## src/rtl/tile_ram_arbiter.sv

```systemverilog
// Tile map BRAM arbiter: video fetch has fixed priority, game cell reads / nibble RMW writes via valid/ready.
// Latency: video data 1 cycle after request; command response 3 (read) / 4 (write) cycles plus video stalls.
// Backpressure: o_Cmd_Ready low while a command is in flight; the video path is never stalled.
module tile_ram_arbiter #(
    parameter int ADDR_W = 8,
    parameter int DATA_W = 16,
    parameter int CELL_W = 4
) (
    input  logic              i_Clk,
    input  logic              i_Rst_n,
    input  logic              i_Vid_Req,
    input  logic [ADDR_W-1:0] i_Vid_Addr,
    output logic [DATA_W-1:0] o_Vid_Data,
    input  logic              i_Cmd_Valid,
    output logic              o_Cmd_Ready,
    input  logic              i_Cmd_Write,
    input  logic [ADDR_W-1:0] i_Cmd_Addr,
    input  logic [1:0]        i_Cmd_Sel,
    input  logic [CELL_W-1:0] i_Cmd_Data,
    output logic              o_Rsp_Valid,
    output logic [CELL_W-1:0] o_Rsp_Data,
    output logic [ADDR_W-1:0] o_Ram_Raddr,
    input  logic [DATA_W-1:0] i_Ram_Rdata,
    output logic [ADDR_W-1:0] o_Ram_Waddr,
    output logic [DATA_W-1:0] o_Ram_Wdata,
    output logic              o_Ram_We
);

    typedef enum logic [2:0] {
        S_IDLE,
        S_RD_ISSUE,
        S_RD_WAIT,
        S_WR,
        S_RSP
    } state_t;

    typedef struct packed {
        logic              wr;
        logic [ADDR_W-1:0] addr;
        logic [1:0]        sel;
        logic [CELL_W-1:0] dat;
    } cmd_t;

    state_t            state_q;
    cmd_t              cmd_q;
    logic [DATA_W-1:0] word_q;
    logic              ready_q;
    logic              rsp_vld_q;
    logic [CELL_W-1:0] rsp_dat_q;
    logic              we_q;
    logic [ADDR_W-1:0] waddr_q;
    logic [DATA_W-1:0] wdata_q;

    logic [3:0]        cell_sh;
    logic [CELL_W-1:0] rsp_nib_d;
    logic [DATA_W-1:0] cell_mask;
    logic [DATA_W-1:0] wdata_d;
    logic              wr_hit;

    // Cell 0 sits in the top nibble, so the shift is (3 - sel) * 4.
    assign cell_sh   = {~cmd_q.sel, 2'b00};
    assign rsp_nib_d = CELL_W'(i_Ram_Rdata >> cell_sh);
    assign cell_mask = DATA_W'({CELL_W{1'b1}}) << cell_sh;
    assign wdata_d   = (word_q & ~cell_mask) | (DATA_W'(cmd_q.dat) << cell_sh);

    // A video read of the word being written is allowed to finish first.
    assign wr_hit = i_Vid_Req && (i_Vid_Addr == cmd_q.addr);

    assign o_Ram_Raddr = (state_q == S_RD_ISSUE && !i_Vid_Req) ? cmd_q.addr : i_Vid_Addr;
    assign o_Vid_Data  = i_Ram_Rdata;

    assign o_Cmd_Ready = ready_q;
    assign o_Rsp_Valid = rsp_vld_q;
    assign o_Rsp_Data  = rsp_dat_q;
    assign o_Ram_We    = we_q;
    assign o_Ram_Waddr = waddr_q;
    assign o_Ram_Wdata = wdata_q;

    always_ff @(posedge i_Clk or negedge i_Rst_n) begin
        if (!i_Rst_n) begin
            state_q   <= S_IDLE;
            cmd_q     <= '0;
            word_q    <= '0;
            ready_q   <= 1'b0;
            rsp_vld_q <= 1'b0;
            rsp_dat_q <= '0;
            we_q      <= 1'b0;
            waddr_q   <= '0;
            wdata_q   <= '0;
        end else begin
            we_q      <= 1'b0;
            rsp_vld_q <= 1'b0;
            case (state_q)
                S_IDLE: begin
                    if (ready_q && i_Cmd_Valid) begin
                        cmd_q.wr   <= i_Cmd_Write;
                        cmd_q.addr <= i_Cmd_Addr;
                        cmd_q.sel  <= i_Cmd_Sel;
                        cmd_q.dat  <= i_Cmd_Data;
                        ready_q    <= 1'b0;
                        state_q    <= S_RD_ISSUE;
                    end else begin
                        ready_q <= 1'b1;
                    end
                end
                S_RD_ISSUE: begin
                    if (!i_Vid_Req) begin
                        state_q <= S_RD_WAIT;
                    end
                end
                S_RD_WAIT: begin
                    word_q    <= i_Ram_Rdata;
                    rsp_dat_q <= rsp_nib_d;
                    state_q   <= cmd_q.wr ? S_WR : S_RSP;
                end
                S_WR: begin
                    if (!wr_hit) begin
                        we_q    <= 1'b1;
                        waddr_q <= cmd_q.addr;
                        wdata_q <= wdata_d;
                        state_q <= S_RSP;
                    end
                end
                S_RSP: begin
                    rsp_vld_q <= 1'b1;
                    ready_q   <= 1'b1;
                    state_q   <= S_IDLE;
                end
                default: begin
                    state_q <= S_IDLE;
                end
            endcase
        end
    end

endmodule
```

## config.mk

```make
export PLATFORM = sky130hd
export DESIGN_NAME = tile_ram_arbiter
export DESIGN_NICKNAME = d
export VERILOG_FILES = /design/src/rtl/tile_ram_arbiter.sv
export SDC_FILE = /design/constraint.sdc
export NUM_CORES = 1
export LEC_CHECK = 0
export ABC_AREA = 0
export CAP_MARGIN = 10
export CELL_PAD_IN_SITES_DETAIL_PLACEMENT = 1
export CELL_PAD_IN_SITES_GLOBAL_PLACEMENT = 2
export CORE_MARGIN = 1
export CORE_UTILIZATION = 31
export DETAILED_ROUTE_END_ITERATION = 10
export GPL_TIMING_DRIVEN = 0
export PLACE_DENSITY_LB_ADDON = 0.1
export SLEW_MARGIN = 20
export SYNTH_ARGS = -nofsm -noshare
export SYNTH_HDL_FRONTEND = slang
export SYNTH_SLANG_ARGS = --single-unit
```

## constraint.sdc

```tcl
create_clock -name i_Clk -period 2.05 [get_ports i_Clk]
set_input_delay 0.41 -clock i_Clk [delete_from_list [all_inputs] [get_ports i_Clk]]
set_output_delay 0.41 -clock i_Clk [all_outputs]
set_load 0.05 [all_outputs]
```

==> results.md <==
- Clk_skew: roughly 0.011 ns
- WP data arrival: 1.72 ns
- Initial drt markers: 19
- Sequential element share of the synthesized area: 51.1%
- Synth async-reset ratio: 100%
- Mapped Area: 0.00318 mm^2
- Die height: 103 um
- Slew at the pin closest to its max-slew limit: 0.543 ns
- Slowest cell delay on critical path: 0.43 ns
- Count leader, synth: dfrtp_1
- # port buffers: 97
- Antenna cells: 0
- Setup crit start kind: flop
- Cells after synthesis: 212
- Crit. End Element: output pin
- TritonCTS buffer count: 9
- Placed Instances: 443
- DPL Wire Length: 5510 um
- Syn_nets: approximately 260
- Synth area leaders: dfrtp_1, mux2_2, mux2_4, buf_4, mux4_2
- Post-synth top area cell: dfrtp_1
- RSZ-0062 raised after global routing: true
- Worst Min Path Start: word_q[5]$_DFFE_PN0N_
- CTS max path bufs: 2
- Utilization after layout: a little under half
- Max-slew headroom: 63.7%
- Endpoint, Worst Hold: word_q[5]$_DFFE_PN0N_
- Pwr/cell area: 1700 mW/mm^2
- Tmin final: 2.13 ns
- Initial antenna violation count: 0
- CP required: 1.64 ns
- Initial Util: approximately a third
- DP Worst Slack: -0.979 ns
- Setup TNS: -0.591 ns
- CP Max Fanout: 8
- FF-to-FF End: o_Ram_Wdata[3]$_DFFE_PN0P_
- Clock latency on the worst-skew pair: between 0.3 and 0.4 ns
- EDFF count, synth: 0
- Status: finished with violations
- Root buffer cell: clkbuf_8
- FF-to-FF Start: state_q[1]$_DFFE_PN0P_
- Die width: 103 um
- Ys Warns: 0
- Area Growth Syn to Fin: 47.7%
- Worst reg2reg setup slack: 0.10 ns
- Max Cap Viol: 0
- Synth top area share: 51.1%
- Gp weighted congestion: 0.686
- Largest net degree at the start of global routing: 41
- Core region area: 0.00986 mm^2
- Max Freq: 0.470 GHz
- Final net count: 377
- Proportion of layout cells with a drive suffix above 1: 45.3%
- CTS tree: built
- Cell-by-cell trace of the critical path: nor4b_4 > buf_6 > mux2_4 > buf_8
- Wire per inst: 16.4 um
- Synth cell types: 22
- Failing checks: negative setup slack
- FF+latch count, synth: 65
- Num rows: 36
- Peak supply drop: roughly 0.00063 V
- Hold Vio Cnt, Final: 0
- Hold Path Stages: 1
- GRT Util Overall: around 15%
- Worst Path Class, Setup: flop to output pin
- # DRC: 0
- Critical path's slowest cell: dfrtp_1
- Main synth FF type: dfrtp_1
- CP Buf/Inv Count: 2
- Fin crit share: 104%
- Vias per std cell: 4.53
- Clk sinks: 65
- P_leak: between 2 and 2.5 nW
- Drt pass-1 iters: 4
- Synth cell count leaders: dfrtp_1, mux2_2, mux2_4
- Post-Syn Area per Cell: 15.0 um^2
- Routed vias: 2,132
- Fin worst setup slack: -0.0798 ns
- R2R depth: 7
- Max-slew violation count: 0
- Final setup fails: 8
- Hold Path Class: flop to flop
- Cell Count, Final, Fillers Out: approximately 470
- Worst-path clk slew: roughly 0.070 ns
- Kind of cell adding the most delay to the critical path: flip-flops
- I/O pin total: 98
- Drt total wl: 7740 um
- Vias in the first global route: 2,179
- Die area: 0.0107 mm^2
- DRT antenna net count: 0
- H-tree depth: 3
- Gr ovfl total: 0
- Global-route wire length before repair: 12,100 um
[worst reg2reg max path: cells and delay by family (launching register included)]
family                 cells  cell delay, ns
AO/OA/AOI/OAI              1            0.27
AND/OR/NAND/NOR            2            0.31
flip-flops                 1            0.42
buffers and inverters      3            0.51
multiplexers               1            0.32
[layer usage]
metal  vias to the layer above  share of wire, %  GRT usage [%]
met5                         -                 0              0
met2                        57                50           24.9
met4                         0               1.1           6.50
met3                         7               5.1           3.90
met1                      1086                44           19.8
li1                        982                 -              -
[what timing repair did]
action | in CTS | in global routing
endpoints found under the setup margin | 33 | 28
hold buffers | 1 | 0
pin swaps | 2 | 1
resized for setup | 94 | 3
endpoints found under the hold margin | 25 | 0
setup buffers | 5 | 8
[sequential cells by signal (all words and copies together) (netlist names)]
| register | count |
|---|---|
| o_Rsp_Valid | 1 |
| o_Rsp_Data | 4 |
| cmd_q | 15 |
| o_Cmd_Ready | 1 |
| state_q | 3 |
| o_Ram_Waddr | 8 |
| o_Ram_We | 1 |
| o_Ram_Wdata | 16 |
| word_q | 16 |
[through the flow]
stage               hold WS (ns)  instance area [um^2]  total power (W)
global route               0.526                  4700          0.00844
global placement           0.486                  4320          0.00666
detailed placement         0.351                  4340          0.00671
CTS                        0.510                  4640          0.00802
finish                     0.503                  4700          0.00797
floorplan                  0.114                  3180          0.00542
[worst max path at each step]
| stage | start | slack (ns) | cells after the start | end |
|---|---|---|---|---|
| floorplan | state_q[1]$_DFFE_PN0P_ | 0.15 | 3 | o_Ram_Raddr[0] |
| global placement | i_Rst_n | -1.80 | 1 | cmd_q[8]$_DFFE_PN0P_ |
| detailed placement | i_Vid_Req | -0.98 | 4 | o_Ram_Raddr[4] |
| CTS | state_q[1]$_DFFE_PN0P_ | -0.11 | 5 | o_Ram_Raddr[1] |
| global route | state_q[1]$_DFFE_PN0P_ | -0.13 | 4 | o_Ram_Raddr[7] |
| finish | state_q[1]$_DFFE_PN0P_ | -0.08 | 4 | o_Ram_Raddr[1] |
[cell type report]
cell class                      count  area, um^2
Fill cell                        1006        5160
Sequential cell                    65        1630
Multi-Input combinational cell    121        1410
Timing Repair Buffer              112        1120
Buffer                             24         185
Tap cell                          133         166
Clock buffer                       12         155
Clock inverter                      3        40.0
Inverter                            1        3.75
[placed cells by master (no fill, tap or decap), drive strengths merged]
master / count
mux2: 83
clkdlybuf4s50: 71
dfrtp: 65
buf: 46
dlygate4sd2: 16
clkbuf: 13
xor2: 8
nor2: 6
mux4: 4
nor2b: 3
nand2: 3
a211oi: 3
and2: 2
nor4: 2
nand2b: 2
clkinv: 2
nor4b: 1
inv: 1
nor3: 1
a31oi: 1
a41oi: 1
a21oi: 1
bufinv: 1
dlygate4sd3: 1
clkdlybuf4s15: 1
[where the power goes]
part	switching, W	internal, W
clock	0.000474	0.000618
combinational	0.00234	0.00217
sequential	0.000439	0.00194
total	0.00325	0.00472
[cells by family after synthesis]
family                    share of synthesized area [%]
xor gates and xnor gates                           2.20
and+or+nand+nor                                    4.83
DFF                                                51.1
muxes                                              34.4
buffers and inverters                              5.66
AOI/OAI and AO/OA                                  1.81
(Power assumes the default switching activity.)
